===== config.mk =====
export PLATFORM = sky130hd
export DESIGN_NAME = sram_rdata_encoder
export DESIGN_NICKNAME = d
export VERILOG_FILES = /design/src/rtl/sram_ctrl_pkg.sv /design/src/rtl/sram_write_buffer.sv /design/src/rtl/sram_rdata_encoder.sv
export SDC_FILE = /design/constraint.sdc
export NUM_CORES = 1
export LEC_CHECK = 0
export BUFFER_PORTS_ARGS = -buffer_cell sky130_fd_sc_hd__buf_4
export CAP_MARGIN = 20
export CORE_MARGIN = 8
export CORE_UTILIZATION = 50
export CTS_BUF_LIST = sky130_fd_sc_hd__clkbuf_8
export DETAILED_ROUTE_END_ITERATION = 12
export PLACE_DENSITY = 0.79
export SYNTH_ARGS = -nofsm -noshare
export SYNTH_HDL_FRONTEND = slang
export SYNTH_SLANG_ARGS = --single-unit

===== constraint.sdc =====
create_clock -name CLK -period 2.83 [get_ports CLK]
set_input_delay 0.1415 -clock CLK [delete_from_list [all_inputs] [get_ports CLK]]
set_output_delay 0.1415 -clock CLK [all_outputs]
set_load 0.01 [all_outputs]

===== src/rtl/sram_ctrl_pkg.sv =====
// rtl/sram_ctrl_pkg.sv - shared types and constants for the SRAM controller read/write paths
package sram_ctrl_pkg;

   typedef enum logic [1:0] {
      SIZE_QUARTER_WORD = 2'd0,
      SIZE_HALF_WORD    = 2'd1,
      SIZE_WORD         = 2'd2
   } size_t;

   localparam logic [31:0] BAD_DATA = 32'hBAD1BAD1;

   typedef struct packed {
      logic [31:2] addr;
      logic [31:0] data;
      logic [3:0]  be;
   } wb_entry_t;

endpackage


===== src/rtl/sram_write_buffer.sv =====
// rtl/sram_write_buffer.sv - posted-write circular FIFO with per-byte youngest-match forwarding
module sram_write_buffer
   import sram_ctrl_pkg::*;
#(
   parameter int WB_DEPTH = 2,
   localparam int CW = $clog2(WB_DEPTH + 1)
) (
   input  logic          clk,
   input  logic          rst_n,
   input  logic          push,
   input  wb_entry_t     push_entry,
   input  logic          drain,
   input  logic [31:2]   lookup_addr,
   output logic [3:0]    fwd_hit,
   output logic [31:0]   fwd_data,
   output wb_entry_t     head_entry,
   output logic          head_valid,
   output logic [CW-1:0] count,
   output logic          full,
   output logic          overflow
);

   localparam int PW = (WB_DEPTH > 1) ? $clog2(WB_DEPTH) : 1;

   wb_entry_t     mem [WB_DEPTH];
   logic [PW-1:0] head;
   logic [PW-1:0] tail;
   logic [PW-1:0] walk;
   logic          do_push;
   logic          do_drain;

   function automatic logic [PW-1:0] nxt(input logic [PW-1:0] p);
      return (p == PW'(WB_DEPTH - 1)) ? '0 : p + 1'b1;
   endfunction

   assign full       = (count == CW'(WB_DEPTH));
   assign head_valid = (count != '0);
   assign head_entry = mem[head];
   assign do_drain   = drain && head_valid;
   // A drain in the same cycle frees the slot the push needs.
   assign do_push    = push && (!full || do_drain);

   always_ff @(posedge clk or negedge rst_n) begin
      if (!rst_n) begin
         head     <= '0;
         tail     <= '0;
         count    <= '0;
         overflow <= 1'b0;
         for (int i = 0; i < WB_DEPTH; i++) mem[i] <= '0;
      end else begin
         if (do_push) begin
            mem[tail] <= push_entry;
            tail      <= nxt(tail);
         end
         if (do_drain) head <= nxt(head);
         if (do_push && !do_drain)      count <= count + 1'b1;
         else if (do_drain && !do_push) count <= count - 1'b1;
         if (push && !do_push) overflow <= 1'b1;
      end
   end

   // Walk oldest to youngest so later matches win; the entry being pushed is youngest of all.
   always_comb begin
      fwd_hit  = '0;
      fwd_data = '0;
      walk     = head;
      for (int i = 0; i < WB_DEPTH; i++) begin
         if (CW'(i) < count && mem[walk].addr == lookup_addr) begin
            for (int b = 0; b < 4; b++) begin
               if (mem[walk].be[b]) begin
                  fwd_hit[b]        = 1'b1;
                  fwd_data[8*b +: 8] = mem[walk].data[8*b +: 8];
               end
            end
         end
         walk = nxt(walk);
      end
      if (do_push && push_entry.addr == lookup_addr) begin
         for (int b = 0; b < 4; b++) begin
            if (push_entry.be[b]) begin
               fwd_hit[b]         = 1'b1;
               fwd_data[8*b +: 8] = push_entry.data[8*b +: 8];
            end
         end
      end
   end

endmodule


===== src/rtl/sram_rdata_encoder.sv =====
// rtl/sram_rdata_encoder.sv - two-stage SRAM read path with bank select, write forwarding and lane replication
module sram_rdata_encoder
   import sram_ctrl_pkg::*;
#(
   parameter int N_SRAM       = 4,
   parameter int WB_DEPTH     = 2,
   parameter int INVERT_CE_EN = 0,
   localparam int CW = $clog2(WB_DEPTH + 1)
) (
   input  logic                   CLK,
   input  logic                   nRST,
   input  logic                   rd_req,
   input  logic [31:0]            rd_addr,
   input  logic [1:0]             rd_size,
   input  logic [N_SRAM-1:0]      sram_en,
   input  logic [N_SRAM-1:0][31:0] ram_rData,
   input  logic                   wr_push,
   input  logic [31:0]            wr_addr,
   input  logic [31:0]            wr_data,
   input  logic [3:0]             wr_byte_en,
   input  logic                   wr_drain,
   output logic                   drain_valid,
   output logic [31:0]            drain_addr,
   output logic [31:0]            drain_data,
   output logic [3:0]             drain_be,
   output logic [CW-1:0]          wr_count,
   output logic                   wr_full,
   output logic                   wr_overflow,
   output logic                   rvalid,
   output logic [31:0]            rData,
   output logic                   rerr
);

   logic [N_SRAM-1:0] en_fix;
   logic [3:0]        be_fix;
   wb_entry_t         push_entry;
   wb_entry_t         head_entry;
   logic [3:0]        fwd_hit;
   logic [31:0]       fwd_data;
   logic              unused_addr_bits;

   logic              s1_valid;
   logic [1:0]        s1_lo;
   logic [1:0]        s1_size;
   logic [N_SRAM-1:0] s1_en;
   logic [3:0]        s1_hit;
   logic [31:0]       s1_fwd;

   logic [31:0]       bank_data;
   logic [31:0]       merged;
   logic [31:0]       result;
   logic              err;

   assign en_fix           = (INVERT_CE_EN != 0) ? ~sram_en : sram_en;
   assign be_fix           = (INVERT_CE_EN != 0) ? ~wr_byte_en : wr_byte_en;
   assign push_entry.addr  = wr_addr[31:2];
   assign push_entry.data  = wr_data;
   assign push_entry.be    = be_fix;
   assign unused_addr_bits = ^wr_addr[1:0];

   sram_write_buffer #(.WB_DEPTH(WB_DEPTH)) u_wbuf (
      .clk         (CLK),
      .rst_n       (nRST),
      .push        (wr_push),
      .push_entry  (push_entry),
      .drain       (wr_drain),
      .lookup_addr (rd_addr[31:2]),
      .fwd_hit     (fwd_hit),
      .fwd_data    (fwd_data),
      .head_entry  (head_entry),
      .head_valid  (drain_valid),
      .count       (wr_count),
      .full        (wr_full),
      .overflow    (wr_overflow)
   );

   assign drain_addr = {head_entry.addr, 2'b00};
   assign drain_data = head_entry.data;
   assign drain_be   = head_entry.be;

   always_comb begin
      bank_data = '0;
      merged    = '0;
      for (int b = 0; b < N_SRAM; b++) begin
         if (s1_en[b]) bank_data = bank_data | ram_rData[b];
      end
      for (int l = 0; l < 4; l++) begin
         merged[8*l +: 8] = s1_hit[l] ? s1_fwd[8*l +: 8] : bank_data[8*l +: 8];
      end
      err = !$onehot(s1_en) || (s1_size == 2'd3)
         || (s1_size == SIZE_HALF_WORD && s1_lo[0])
         || (s1_size == SIZE_WORD && s1_lo != 2'b00);
      if (s1_size == SIZE_QUARTER_WORD)   result = {4{merged[{s1_lo, 3'b000} +: 8]}};
      else if (s1_size == SIZE_HALF_WORD) result = {2{merged[{s1_lo[1], 4'b0000} +: 16]}};
      else                                result = merged;
   end

   always_ff @(posedge CLK or negedge nRST) begin
      if (!nRST) begin
         s1_valid <= 1'b0;
         s1_lo    <= '0;
         s1_size  <= '0;
         s1_en    <= '0;
         s1_hit   <= '0;
         s1_fwd   <= '0;
         rvalid   <= 1'b0;
         rerr     <= 1'b0;
         rData    <= '0;
      end else begin
         s1_valid <= rd_req;
         if (rd_req) begin
            s1_lo   <= rd_addr[1:0];
            s1_size <= rd_size;
            s1_en   <= en_fix;
            s1_hit  <= fwd_hit;
            s1_fwd  <= fwd_data;
         end
         rvalid <= s1_valid;
         if (s1_valid) begin
            rerr  <= err;
            rData <= err ? BAD_DATA : result;
         end
      end
   end

endmodule


# Word-level counts from Yosys, hierarchy flattened
# Index checks and enable logic that the tools add are counted.
[word_totals] register_bits=216 output_inout_bits=107 word_cells=125
[op_classes] n_addsub=7 order_cmp=6 eq_ne=8 shift=2 n_mux=54 bitwise=6 n_reduce_logical=23
[ops] cell="2-to-1 mux 66 bit" count=7
[ops] cell="2-to-1 mux 32 bit" count=10
[ops] cell="bitwise mux 132 bit" count=1
[ops] cell="2-to-1 mux 8 bit" count=16
[ops] cell="OR 32 bit" count=3
[ops] cell="== test 30 bit" count=3
[ops] cell="demux 66 bit (select 1 bit)" count=1
[ops] cell="indexed part select 32 x 6 -> 16 bit" count=1
[ops] cell="indexed part select 32 x 6 -> 8 bit" count=1
[ops] cell="2-to-1 mux 1 bit" count=14
[ops] cell="2-to-1 mux 4 bit" count=3
[ops] cell="logical AND 1 bit" count=11
[ops] cell="== test 2 bit (second input constant)" count=3
[ops] cell=">= comparator 2 bit (second input constant)" count=3
[ops] cell="inverter 1 -> 2 bit" count=3
[ops] cell="nonzero test 2 bit" count=3
[ops] cell="adder 1 x 1 -> 2 bit" count=2
[ops] cell="logical NOT 1 bit" count=4
[ops] cell="logical OR 1 bit" count=4
[ops] cell="less-than comparator 1 x 2 -> 1 bit (first input constant)" count=2
[ops] cell="2-to-1 mux 2 bit" count=2
[ops] cell="adder 2 x 2 -> 3 bit" count=1
[ops] cell="== test 3 x 1 -> 1 bit (second input constant)" count=1
[ops] cell="adder 1 bit (second input constant)" count=2
[ops] cell="other kinds (5)" count=5

# Longest topological paths before layout
[logic_depth] depth_word=12 mapped_depth=13 ltp_nobuf=10

# Modules after synthesis
# A second synthesis with hierarchy kept.
[unflattened] cells_unflattened=1299 area_unflattened_um2=13370.3
[modules_own_cells] module="sram_write_buffer" instances=1 cells_per_inst=798 area_per_inst_um2=8535.7 seq_area_each_um2=3428.3
[modules_own_cells] module="sram_rdata_encoder" instances=1 cells_per_inst=501 area_per_inst_um2=4834.6 seq_area_each_um2=1976.9

# Least setup slack after synthesis
# No wires, ideal clock.
[synth_path] kind="reg-to-reg" start="register s1_en[0]" end="register rData[18]" arrival_time_ns=3.055 required_ns=2.764 slack_ns=-0.291 path_stages_with_launch=13 path_buffers=2 period_less_slack_ns=3.121 path_cell_list="dfrtp_1 > clkbuf_1 > buf_1 > inv_1 > fa_1 > inv_1 > ha_1 > ha_1 > nor2_1 > nand4_1 > a21oi_1 > a21boi_0 > a22o_1"
[synth_via] elab_chain_len=12
[synth_rtl] element="start, declared" line_no="sram_rdata_encoder.sv:45" text="logic [N_SRAM-1:0] s1_en;"
[synth_rtl] element="start signal, assigned" line_no="sram_rdata_encoder.sv:114" text="s1_en <= en_fix;"
[synth_rtl] element="2-to-1 mux 32 bit" line_no="sram_rdata_encoder.sv:85" text="if (s1_en[b]) bank_data = bank_data | ram_rData[b];"
[synth_rtl] element="OR 32 bit" line_no="sram_rdata_encoder.sv:85"
[synth_rtl] element="2-to-1 mux 32 bit" line_no="sram_rdata_encoder.sv:85"
[synth_rtl] element="OR 32 bit" line_no="sram_rdata_encoder.sv:85"
[synth_rtl] element="2-to-1 mux 32 bit" line_no="sram_rdata_encoder.sv:85"
[synth_rtl] element="OR 32 bit" line_no="sram_rdata_encoder.sv:85"
[synth_rtl] element="2-to-1 mux 32 bit" line_no="sram_rdata_encoder.sv:85"
[synth_rtl] element="2-to-1 mux 8 bit" line_no="sram_rdata_encoder.sv:88" text="merged[8*l +: 8] = s1_hit[l] ? s1_fwd[8*l +: 8] : bank_data[8*l +: 8];"
[synth_rtl] element="indexed part select 32 x 6 -> 16 bit" line_no="sram_rdata_encoder.sv:94" text="else if (s1_size == SIZE_HALF_WORD) result = {2{merged[{s1_lo[1], 4'b0000} +: 16]}};"
[synth_rtl] element="2-to-1 mux 32 bit" line_no="sram_rdata_encoder.sv:94"
[synth_rtl] element="2-to-1 mux 32 bit" line_no="sram_rdata_encoder.sv:93" text="if (s1_size == SIZE_QUARTER_WORD) result = {4{merged[{s1_lo, 3'b000} +: 8]}};"
[synth_rtl] element="2-to-1 mux 32 bit *" line_no="sram_rdata_encoder.sv:121" text="rData <= err ? BAD_DATA : result;"
[synth_rtl] element="end signal, assigned" line_no="sram_rdata_encoder.sv:121"
[synth_rtl] element="end, declared" line_no="sram_rdata_encoder.sv:30" text="output logic [31:0] rData,"
# Every way passes the cells marked *; elsewhere a longest branch is shown, timed or not.
# A chain may end at the register's enable or synchronous reset.

# Worst setup path in the final report
[layout_path] start="register u_wbuf.head" end="register s1_fwd[16]"
[layout_via] elab_chain_len=11
[layout_rtl] element="start, declared" line_no="sram_write_buffer.sv:26" text="logic [PW-1:0] head;"
[layout_rtl] element="start signal, assigned" line_no="sram_write_buffer.sv:55" text="if (do_drain) head <= nxt(head);"
[layout_rtl] element="adder 1 bit or inverter 1 -> 2 bit (tied branches)"
[layout_rtl] element="2-to-1 mux 1 bit or 2-to-1 mux 66 bit (tied branches)" line_no="sram_write_buffer.sv:33, sram_write_buffer.sv:68"
[layout_rtl] element="inverter 1 -> 2 bit (not written as such) or 2-to-1 mux 66 bit (tied branches)"
[layout_rtl] element="2-to-1 mux 66 bit, on equally long branches"
[layout_rtl] element="2-to-1 mux 66 bit (not written as such) or == test 30 bit (tied branches)" line_no="sram_write_buffer.sv:68" text="if (CW'(i) < count && mem[walk].addr == lookup_addr) begin"
[layout_rtl] element="2-to-1 mux 66 bit (not written as such) or logical AND 1 bit (tied branches)" line_no="sram_write_buffer.sv:68"
[layout_rtl] element="== test 30 bit or 2-to-1 mux 32 bit (tied branches)" line_no="sram_write_buffer.sv:68"
[layout_rtl] element="logical AND 1 bit or 2-to-1 mux 8 bit (tied branches)" line_no="sram_write_buffer.sv:68, sram_write_buffer.sv:70"
[layout_rtl] element="2-to-1 mux 32 bit *" line_no="sram_write_buffer.sv:68"
[layout_rtl] element="2-to-1 mux 8 bit" line_no="sram_write_buffer.sv:80" text="if (push_entry.be[b]) begin"
[layout_rtl] element="2-to-1 mux 32 bit *" line_no="sram_write_buffer.sv:78" text="if (do_push && push_entry.addr == lookup_addr) begin"
[layout_rtl] element="end signal, assigned" line_no="sram_rdata_encoder.sv:116" text="s1_fwd <= fwd_data;"
[layout_rtl] element="end, declared" line_no="sram_rdata_encoder.sv:47" text="logic [31:0] s1_fwd;"
# Every way passes the cells marked *; elsewhere a longest branch is shown, timed or not. The select of a mux whose other input is x is not followed.

==> key figures <==
Placed design
  – GPL Wtd Cong: 0.955
  – Placed Area: 17100 µm²
  – Input/output buffers: 341
  – DPL Wire Length: 37.0 mm
  – DP Worst Slack: -331 ps

Clock tree
  – Clock sinks: 216
  – Max Buffers Root-to-Sink: 3
  – CTS tree: yes
  – Total CTS buffers: 39
  – H-tree levels: 2
  – Worst-path clk slew: 60 ps
  – Worst-skew pair later-pin latency: 560 ps
  – Clk root buf: clkbuf_8

Cells and area
  – Net total in the final layout: 2005
  – Ratio of cells with drive above 1 in the final layout: 45.9%
  – Finished Cell Area: 19100 µm²
  – P&R area growth vs syn: 41.2%

Synthesis
  – Yosys reg bits: 216
  – Sequential share of the synthesized area: 39.9%
  – Synthesized area: 13600 µm²
  – Synthesis Warnings: 0
  – Avg Inst Size Synth: 10.8 µm²
  – Top cells by area, synth: dfrtp_1 40%, mux2_2 18%, xor2_1 4.3%, a22oi_1 3.8%, mux2i_1 2.4%
  – Number of synthesized flops with an enable pin: 0
  – Synth top area share: 39.9%
  – Cell taking the most area after synthesis: dfrtp_1
  – Yosys cell types: 68
  – Ys flop type: dfrtp_1
  – Ys async rst share: 100%
  – Post-Syn Instances: 1260

Worst setup path
  – RR Startpoint: u_wbuf.head
  – Crit Path Class: flip-flop to flip-flop
  – CP startpoint: u_wbuf.head
  – Worst-path maximum fanout: 7
  – Worst Reg2Reg Path Length in Cells: 11
  – CP required: 3310 ps
  – Critical path data arrival time: 3660 ps
  – R2R setup slack: -350 ps
  – RR Endpoint: s1_fwd[16]
  – Setup crit end: s1_fwd[16]
  – CP Launch Type: flip-flop
  – Worst Setup End Kind: flip-flop

Routing
  – DRT Wirelength: 50.7 mm
  – # DRC: 0
  – Avg WL per Cell: 23.8 µm
  – Antenna-violating nets left: 0
  – First DRT Iteration DRCs: 1238
  – TritonRoute pass-1 iters: 5
  – Detailed-route via count: 13000
  – Vias per cell: 6.12

Power
  – Pwr/cell area: 958 nW/µm²
  – Final Power: 18300 µW
  – VDD IR-drop max: 679 µV
  – Leakage: 0.00861 µW

Timing
  – Final setup violation count: 34
  – Hold Worst Slack: 78.6 ps
  – PnR worst setup slack: -354 ps
  – RSZ-0062 raised after global routing: true
  – Final hold viol count: 0
  – Tmin final: 3180 ps
  – Max_slew headroom: 43.3%
  – Worst Max-Slew Pin Slew: 851 ps
  – Final period utilization: 112%
  – Clock skew: 37.9 ps
  – Max Freq: 314 MHz
  – Pins Over Slew Limit: 0

Run status
  – Failing checks: negative setup slack
  – Status: complete, but fails checks

Floorplan
  – Rows: 60
  – Core area: 26800 µm²
  – Die Wd: 181 µm
  – IO Pins: 346
  – Die area: 32600 µm²
  – Initial core utilization: 50.6%
  – Die Span Y: 181 µm

Global route
  – Grt ovf: 0
  – Total track usage: 29.3%
  – Initial antenna violation count: 4
  – Busiest layer in global routing: met2
  – Met2 usage: 52.0%
  – Via count of the first global-routing pass: 13400
  – Largest net degree at the start of global routing: 68
  – Global-route wire length before repair: 77.0 mm
  – Met1 Use GR: 33.6%
  – Routing usage on met3: 6.94%

Job
  – Max-Cap Viols: 0

Hold path
  – Hold crit path type: input port to flip-flop
critical path, cell delays in order (launching register included):
cell       delay, ps
dfrtp_4          550
buf_8            170
mux2i_1          170
xor2_1           260
nand4_1          170
or4_4            550
buf_12           170
a2111oi_4        400
buf_4            190
a21oi_2           50
a221oi_2         280
a211o_1          130
power by group:
group          leakage, µW  total [µW]  internal, µW  switching (µW)
Clock             0.000421        2710          1410            1300
Combinational      0.00563        9810          5290            4520
Sequential         0.00256        5820          4420            1400
sequential cells by signal, summed over array words and instances (netlist names):
signal,flops
s1_fwd,32
s1_en,4
rerr,1
u_wbuf.mem,132
rData,32
s1_hit,4
u_wbuf.overflow,1
u_wbuf.tail,1
s1_valid,1
s1_size,2
rvalid,1
u_wbuf.head,1
u_wbuf.count,2
s1_lo,2
placed cells by master, fill, tap and decap left out, drive strengths merged, types with 6 or more instances in the layout:
master / count
xor2: 67
nor2: 28
a221o: 20
mux2i: 33
and3: 9
a22oi: 68
a211oi: 20
a31oi: 34
and3b: 7
nand3: 23
mux2: 218
ha: 6
nor3b: 7
nor4: 18
inv: 38
buf: 474
o21a: 10
o2bb2ai: 10
clkbuf: 45
or2: 7
nor2b: 12
dlygate4sd3: 77
a21oi: 55
a221oi: 21
a31o: 8
nand2b: 12
xnor2: 27
o21ai: 43
a22o: 14
dfrtp: 216
a41o: 17
nand2: 52
nand4: 35
routing by layer:
metal / vias to the layer above / share of wire (%)
li1: 5814 / -
met1: 6448 / 38
met2: 648 / 50
met3: 110 / 7.9
met4: 0 / 3.7
met5: - / 0
repair_timing:
item                       in CTS  in global routing
hold endpoints to repair      238                  0
buffers inserted                6                 13
pin swaps                      21                 24
cloned                          0                  5
resized for setup              29                 55
setup endpoints to repair      35                 38
hold buffers                   77                  0
layout make-up:
class,instances,area (µm²)
Clock buffer,44,606
Sequential cell,216,5410
Timing Repair Buffer,552,4600
Antenna cell,4,10.0
Tap cell,341,427
Clock inverter,21,88.8
Inverter,20,75.1
Multi-Input combinational cell,930,7930
Fill cell,1907,7660
Yosys cell counts (8+ instances only):
cell	n
a41o_1	17
nand3_1	22
xnor2_1	27
mux2_2	215
o2bb2ai_1	10
buf_1	8
o21ai_0	38
nand2b_1	12
o21a_1	10
a31o_2	8
a31oi_1	34
dfrtp_1	216
buf_2	11
nor4_1	15
nand4_1	34
inv_1	19
a21oi_1	55
mux2i_1	33
a221oi_1	16
and3_1	9
a221o_1	20
a22o_1	14
nor2_1	27
a211oi_1	20
a22oi_1	68
nor2b_1	12
xor2_1	67
nand2_1	52
clkbuf_1	66
worst min-delay path by stage:
stage | slack [ps] | end | startpoint | cells past startpoint
finish | 80 | u_wbuf.head | wr_drain | 4
detailed placement | 200 | u_wbuf.mem[93] | nRST | 1
global placement | 190 | u_wbuf.mem[93] | nRST | 1
CTS | 50 | u_wbuf.head | wr_drain | 4
global route | 90 | u_wbuf.head | wr_drain | 4
floorplan | -150 | rData[0] | nRST | 0
stage by stage:
stage / instances / setup TNS [ps] / util [%]
finish: 2128 / -8850 / 71.4
global route: 2128 / -12920 / 71.4
CTS: 2106 / -5260 / 70.0
detailed placement: 1958 / -8430 / 63.9
global placement: 1958 / -6190 / 63.9
floorplan: 1261 / 0 / -
cells by family (layout without fill, tap and decap cells):
kind of cell | count (synthesis) | after routing | share of synthesized area (%)
and+or+nand+nor | 228 | 228 | 9.74
muxes | 251 | 251 | 20.6
DFF | 216 | 216 | 39.9
AOI/OAI and AO/OA | 348 | 348 | 19.2
buffers and inverters | 115 | 637 | 3.76
adders and majority gates | 7 | 7 | 0.701
xor gates and xnor gates | 94 | 94 | 6.07
other | 1 | 6 | 0.0277
Power figures use the tool's default switching activity.
